==> src/rtl/gpi_input_conditioner_if.sv <==
// Control/status bundle between core GPIO logic and the pad input conditioner.
// Inputs to the conditioner flow master -> slave; conditioned results flow back.
interface gpi_input_conditioner_if #(
    parameter int CNT_W = 8
);
    logic             DI_I;
    logic             IE_I;
    logic             POL_I;
    logic             FILT_EN_I;
    logic [CNT_W-1:0] FILT_LEN_I;
    logic [1:0]       EDGE_SEL_I;
    logic             CLR_I;
    logic             DI_SYNC_O;
    logic             EDGE_O;
    logic             EVT_PEND_O;

    modport master (
        output DI_I, IE_I, POL_I, FILT_EN_I, FILT_LEN_I, EDGE_SEL_I, CLR_I,
        input  DI_SYNC_O, EDGE_O, EVT_PEND_O
    );

    modport slave (
        input  DI_I, IE_I, POL_I, FILT_EN_I, FILT_LEN_I, EDGE_SEL_I, CLR_I,
        output DI_SYNC_O, EDGE_O, EVT_PEND_O
    );
endinterface

==> src/rtl/gpi_input_conditioner.sv <==
// Pad input conditioner: synchronizer, programmable glitch filter, edge detect
// and sticky event flag, all registered on CLK_I.
module gpi_input_conditioner #(
    parameter int SYNC_STAGES = 2,
    parameter int CNT_W       = 8
) (
    input  logic                   CLK_I,
    input  logic                   RST_I,
    gpi_input_conditioner_if.slave bus
);
    typedef enum logic {STABLE, QUALIFY} state_t;

    logic [SYNC_STAGES-1:0] r_sync;
    logic                   r_lvl;
    logic [CNT_W-1:0]       r_cnt;
    logic                   r_edge;
    logic                   r_evt;

    state_t                 w_state;
    logic                   w_s;
    logic                   w_commit;
    logic                   w_lvl_nxt;
    logic [CNT_W-1:0]       w_cnt_nxt;
    logic                   w_edge_nxt;

    // IE_I masks before the first flop so a disable propagates like a real input change.
    always_ff @(posedge CLK_I) begin
        if (RST_I) r_sync <= '0;
        else       r_sync <= {r_sync[SYNC_STAGES-2:0], bus.DI_I & bus.IE_I};
    end

    assign w_s     = r_sync[SYNC_STAGES-1] ^ bus.POL_I;
    assign w_state = (w_s == r_lvl) ? STABLE : QUALIFY;

    always_ff @(posedge CLK_I) begin
        if (RST_I) begin
            r_lvl <= 1'b0;
            r_cnt <= '0;
        end else begin
            r_lvl <= w_lvl_nxt;
            r_cnt <= w_cnt_nxt;
        end
    end

    // >= lets a lowered FILT_LEN_I commit immediately and keeps r_cnt from wrapping.
    always_comb begin
        w_commit  = 1'b0;
        w_lvl_nxt = r_lvl;
        w_cnt_nxt = '0;
        if (w_state == QUALIFY) begin
            if (!bus.FILT_EN_I || (r_cnt >= bus.FILT_LEN_I)) begin
                w_commit  = 1'b1;
                w_lvl_nxt = w_s;
            end else begin
                w_cnt_nxt = r_cnt + CNT_W'(1);
            end
        end
    end

    always_comb begin
        w_edge_nxt = 1'b0;
        if (w_commit)
            w_edge_nxt = (w_s & bus.EDGE_SEL_I[0]) | (~w_s & bus.EDGE_SEL_I[1]);
    end

    // Set beats clear when an edge and CLR_I coincide.
    always_ff @(posedge CLK_I) begin
        if (RST_I) begin
            r_edge <= 1'b0;
            r_evt  <= 1'b0;
        end else begin
            r_edge <= w_edge_nxt;
            r_evt  <= r_edge | (r_evt & ~bus.CLR_I);
        end
    end

    assign bus.DI_SYNC_O  = r_lvl;
    assign bus.EDGE_O     = r_edge;
    assign bus.EVT_PEND_O = r_evt;
endmodule

==> src/flat_wrapper.sv <==
// flat-port wrapper written by rule: the top's interface ports become plain ports
module gpi_input_conditioner_flat 
#(
    parameter int SYNC_STAGES = 2,
    parameter int CNT_W       = 8
)
  (CLK_I, RST_I, bus_DI_I, bus_IE_I, bus_POL_I, bus_FILT_EN_I, bus_FILT_LEN_I, bus_EDGE_SEL_I, bus_CLR_I, bus_DI_SYNC_O, bus_EDGE_O, bus_EVT_PEND_O);
  gpi_input_conditioner_if #(.CNT_W(CNT_W)) bus_i ();
  input  logic CLK_I;
  input  logic RST_I;
  input wire logic [$bits(bus_i.DI_I)-1:0] bus_DI_I;
  input wire logic [$bits(bus_i.IE_I)-1:0] bus_IE_I;
  input wire logic [$bits(bus_i.POL_I)-1:0] bus_POL_I;
  input wire logic [$bits(bus_i.FILT_EN_I)-1:0] bus_FILT_EN_I;
  input wire logic [$bits(bus_i.FILT_LEN_I)-1:0] bus_FILT_LEN_I;
  input wire logic [$bits(bus_i.EDGE_SEL_I)-1:0] bus_EDGE_SEL_I;
  input wire logic [$bits(bus_i.CLR_I)-1:0] bus_CLR_I;
  output wire logic [$bits(bus_i.DI_SYNC_O)-1:0] bus_DI_SYNC_O;
  output wire logic [$bits(bus_i.EDGE_O)-1:0] bus_EDGE_O;
  output wire logic [$bits(bus_i.EVT_PEND_O)-1:0] bus_EVT_PEND_O;
  assign bus_i.DI_I = bus_DI_I;
  assign bus_i.IE_I = bus_IE_I;
  assign bus_i.POL_I = bus_POL_I;
  assign bus_i.FILT_EN_I = bus_FILT_EN_I;
  assign bus_i.FILT_LEN_I = bus_FILT_LEN_I;
  assign bus_i.EDGE_SEL_I = bus_EDGE_SEL_I;
  assign bus_i.CLR_I = bus_CLR_I;
  assign bus_DI_SYNC_O = bus_i.DI_SYNC_O;
  assign bus_EDGE_O = bus_i.EDGE_O;
  assign bus_EVT_PEND_O = bus_i.EVT_PEND_O;
  gpi_input_conditioner #(.SYNC_STAGES(SYNC_STAGES), .CNT_W(CNT_W)) u_core (.CLK_I(CLK_I), .RST_I(RST_I), .bus(bus_i));
endmodule
==> config.mk <==
export PLATFORM = sky130hd
export DESIGN_NAME = gpi_input_conditioner_flat
export DESIGN_NICKNAME = d
export VERILOG_FILES = /design/src/rtl/gpi_input_conditioner_if.sv /design/src/rtl/gpi_input_conditioner.sv /design/src/flat_wrapper.sv
export SDC_FILE = /design/constraint.sdc
export NUM_CORES = 1
export LEC_CHECK = 0
export ABC_AREA = 1
export CAP_MARGIN = 20
export CORE_MARGIN = 2
export CORE_UTILIZATION = 35
export CTS_BUF_LIST = sky130_fd_sc_hd__clkbuf_2
export CTS_CLUSTER_DIAMETER = 100
export DETAILED_ROUTE_END_ITERATION = 10
export DONT_BUFFER_PORTS = 1
export HOLD_SLACK_MARGIN = 0.1
export SLEW_MARGIN = 5
export SYNTH_ARGS = -nofsm -noshare
export SYNTH_HDL_FRONTEND = slang
export SYNTH_SLANG_ARGS = --single-unit
==> constraint.sdc <==
create_clock -name CLK_I -period 2.3 [get_ports CLK_I]
set_input_delay 0.46 -clock CLK_I [delete_from_list [all_inputs] [get_ports CLK_I]]
set_output_delay 0.46 -clock CLK_I [all_outputs]
set_load 0.01 [all_outputs]
== Yosys cells after proc, flatten, opt, wreduce, memory -nomap -nowiden ==
Index checks and enable logic that the tools add are counted.
Storage, ports and cells
  output and inout port bits: 3
  register bits: 13
  input bits: 17
  word-level logic and storage cells: 26
Operators by class
  muxes and demuxes: 2
  add/sub/neg operators: 1
  magnitude comparators: 1
  reductions and logical operators: 5
  equal/unequal tests: 1
  bitwise operators: 11
Operator list (number)
  adder 8 x 1 -> 8 bit (second input constant): 1
  greater-or-equal comparator 8 bit: 1
  AND 1 bit: 4
  NOT 1 bit: 4
  OR reduction 3 bit: 1
  2-to-1 mux 1 bit: 2
  OR 1 bit: 2
  AND reduction 2 bit: 1
  OR reduction 2 bit: 1
  equality test 1 bit: 1
  zero test 1 bit: 1
  logical OR 1 bit: 1
  XOR 1 bit: 1

== Longest topological paths before layout ==
  depth after elaboration: 6
  mapped depth: 12
  gate-level depth less buffers: 12

== Worst setup path before layout ==
OpenSTA, ideal clock, no wires.
  path kind: input to register
  start point: input bus_FILT_LEN_I[7]
  end point: register u_core.r_lvl, in the netlist u_core.bus.DI_SYNC_O
  arrival: 1.328 ns
  path slack: 0.857 ns
  path buffers: 0
  stages: 8
  data required time: 2.185 ns
  path through: inv_1 > ha_1 > nand2_1 > nand2_1 > nor3_4 > nand3_1 > nand2_1 > nor2_1
On the way
  longest elaborated chain between the ends: 3
RTL lines
  from (decl): RTL line flat_wrapper.sv:15  | input wire logic [$bits(bus_i.FILT_LEN_I)-1:0] bus_FILT_LEN_I;
  greater-or-equal comparator 8 bit: RTL line gpi_input_conditioner.sv:51  | if (!bus.FILT_EN_I || (r_cnt >= bus.FILT_LEN_I)) begin
  logical OR 1 bit: RTL line gpi_input_conditioner.sv:51
  AND reduction 2 bit (no line)
  to (signal assigned): RTL line gpi_input_conditioner.sv:40  | r_lvl <= w_lvl_nxt;
  to (decl): RTL line gpi_input_conditioner.sv:14  | logic r_lvl;
Every way passes these cells.
A chain may end at the register's enable or synchronous reset.

== Worst setup path in the final report ==
  start point: register u_core.r_cnt[0]
  end point: register u_core.r_cnt[2]
On the way
  longest elaborated chain between the ends: 3
RTL lines
  from (decl): RTL line gpi_input_conditioner.sv:15  | logic [CNT_W-1:0] r_cnt;
  from (signal assigned): RTL line gpi_input_conditioner.sv:41  | r_cnt <= w_cnt_nxt;
  greater-or-equal comparator 8 bit: RTL line gpi_input_conditioner.sv:51
  logical OR 1 bit: RTL line gpi_input_conditioner.sv:51
  OR reduction 3 bit (no line)
Parallel ways exist; a longest one is shown, timed or not.

==> out/results.ini <==
[timing]
tightest_slew_ns = 0.2607
max_slew_margin_pct = 82.62
fin_crit_ns = 1.508
finalSetupTns_ns = 0
setup_viol = 0
timing_hold_violations_final = 0
fin_worst_skew_ns = 0.01072
fin_ws_ns = 0.7925
fin_crit_sh_pct = 65.54
max_freq_ghz = 0.6633
slew_viol_final = 0
rsz0062_at_grt = no

[drt]
first_pass_iters = 4
vias = 562
antenna_left = 0
wl_per_cell_um = 9.015
drc = 0
viasPerCell = 4.258
initialDrtViolationCount = 5
drt_wl_total_um = 1190

[synth]
synth.net_count = 127
ys_warn_count = 0
yosysSeqAreaShare_pct = 33.99
yosysMostFrequentCell = inv_1
ys_ff_latch = 13
yosys.area.top_type = dfxtp_1
synth_top_area_share_pct = 33.99
synth.distinct_cells = 17
async_flop_share_pct = 0
yosys-top-cells-area = dfxtp_1, ha_1, inv_1, nand2_1, nor2_1
synth_area_per_cell_um2 = 7.582
yosys_most_used_dff = dfxtp_1
synth_edf_count = 0
synth_top_cells_by_count = inv_1, nand2_1, dfxtp_1
synth_area_um2 = 765.7
syn_inst = 101

[die]
dieArea_um2 = 2578
start_util_pct = 37.87
dieWidth_um = 50.78
die_h_um = 50.78
coreArea_um2 = 2022
ios = 20
rows = 16

[worst_setup_path]
path_class = flop to flop
critPathBufInv = 2
slowest_delay_ns = 0.42
crit_path_frequent_cell = nand2_1
cp_data_required_time_ns = 2.50
rrSetupSlack_ns = 0.79
path_cells = inv_1, ha_1, inv_1, nand2_1, nand2_1, nand2_1, nand2_1, nand2_1, nand2_1, nand3_4, nor2_1
endpoint_kind = flop
crit_family = simple AND/OR/NAND/NOR gates
worst_ep_arrival_time_ns = 1.71
crit_path_top_delay_cell = dfxtp_1
critPathLaunchType = flop
crit_path_max_fanout = 8

[hold_path]
hold_class = input pin to flop

[place]
place_inst = 128
finalWeightedCongestion = 0.7195
detailed_place_hpwl_um = 980.1
preCtsSetupSlack_ns = 0.7654
port_buffers = 0

[clock_network]
cts.sinks = 13
cts_setup_buffers = 0
clockBufferDepth = 2
cts_hold_buf = 0
insertion_delay_ns = 0.26
cts_buffers = 3
cts_htree_levels = 1
ctsResizeCount = 0
clk_pin_slew_ns = 0.13
clock-root-buffer = clkbuf_2
cts_tree = done

[grt]
grt-ovfl-total = 0
grt.total_usage_pct = 10.92
grt_pass1_wl_um = 2152
grt_pass1_vias = 575
grt_max_degree = 9
antenna_found_initial = 0

[power_and_ir_drop]
p_total_uw = 393.9
pwr-share-comb_pct = 10.1
ir_drop_mv = 0.2423
pwr-share-seq_pct = 60.0
p_leak_nw = 0.3835
swShare_pct = 25.63
p_int_uw = 293.0
powerDensity_nw_per_um2 = 480.7
switchingPower_uw = 101.0
pwr-share-clk_pct = 29.9

[run]
cap_violations = 0

[finish]
area_delta_synth_final_pct = 7.026
drive_gt1_share_pct = 11.43
antenna_cells = 0
num-nets-final = 132
n_fill_cell = 210
final_util_pct = 40.53
fin_cells = 132

[status]
status = finished clean

-- through the flow --
step                      hold WS, ns  cell area [µm²]
after floorplan                0.3883            765.7
after global placement         0.3911            799.5
after detailed placement       0.3944            799.5
after CTS                      0.2250            819.5
after global routing           0.2106            819.5
final                          0.2405            819.5
-- cells in the final DEF, fill, tap and decap left out, drive strengths merged --
master,instances
nand4,1
nor2,15
nand3,5
xnor2,2
o21ai,1
nand2,20
a21oi,5
clkbuf,4
ha,9
xor2,4
nor3,3
inv,23
dfxtp,13
-- cells by family after synthesis --
family                   synth area share [%]
flip-flops                              33.99
XOR/XNOR                                7.845
AND/OR/NAND/NOR                         28.27
adder cells (fa/ha/maj)                 14.71
buffers and inverters                   11.27
AO/OA/AOI/OAI                           3.920
-- sequential cells by signal (all words and copies together) (netlist names) --
register	cells
u_core.r_cnt	8
u_core.bus.EVT_PEND_O	1
u_core.bus.EDGE_O	1
u_core.r_sync	2
u_core.bus.DI_SYNC_O	1
-- power groups by stage --
stage	clock network, mW	logic [mW]	registers, mW
5_1_grt	0.134	0.0484	0.237
6_report	0.118	0.0397	0.236
3_3_place_gp	0	0.0385	0.241
3_5_place_dp	0	0.0404	0.241
2_1_floorplan	0	0.0345	0.240
4_1_cts	0.123	0.0407	0.236
-- layer usage --
metal  wire length, µm  track usage, %  vias to the layer above
li1                  -               -                      312
met1               579           13.35                      237
met2               557           17.98                       13
met3                53           3.274                        0
met4                 0           4.054                        0
met5                 0               0                        -
-- path summary, 6_finish.rpt --
path                                             startpoint                     endpoint  cells after the start
worst max-delay path             u_core.r_cnt[0]$_SDFF_PP0_   u_core.r_cnt[2]$_SDFF_PP0_                     11
worst min-delay path                                  RST_I  u_core.r_sync[0]$_SDFF_PP0_                      1
worst max register to register   u_core.r_cnt[0]$_SDFF_PP0_   u_core.r_cnt[2]$_SDFF_PP0_                     11
worst min register to register  u_core.r_sync[0]$_SDFF_PP0_  u_core.r_sync[1]$_SDFF_PP0_                      2
-- final cells by class --
class | instances | area, µm² | area share (%)
well taps | 27 | 33.78 | 4.122
inverters | 23 | 86.33 | 10.53
flip-flops and latches | 13 | 260.3 | 31.76
clock buffers | 4 | 20.02 | 2.443
multi-input cells | 65 | 419.2 | 51.15
Note: power is estimated with default switching activity, not from simulation.
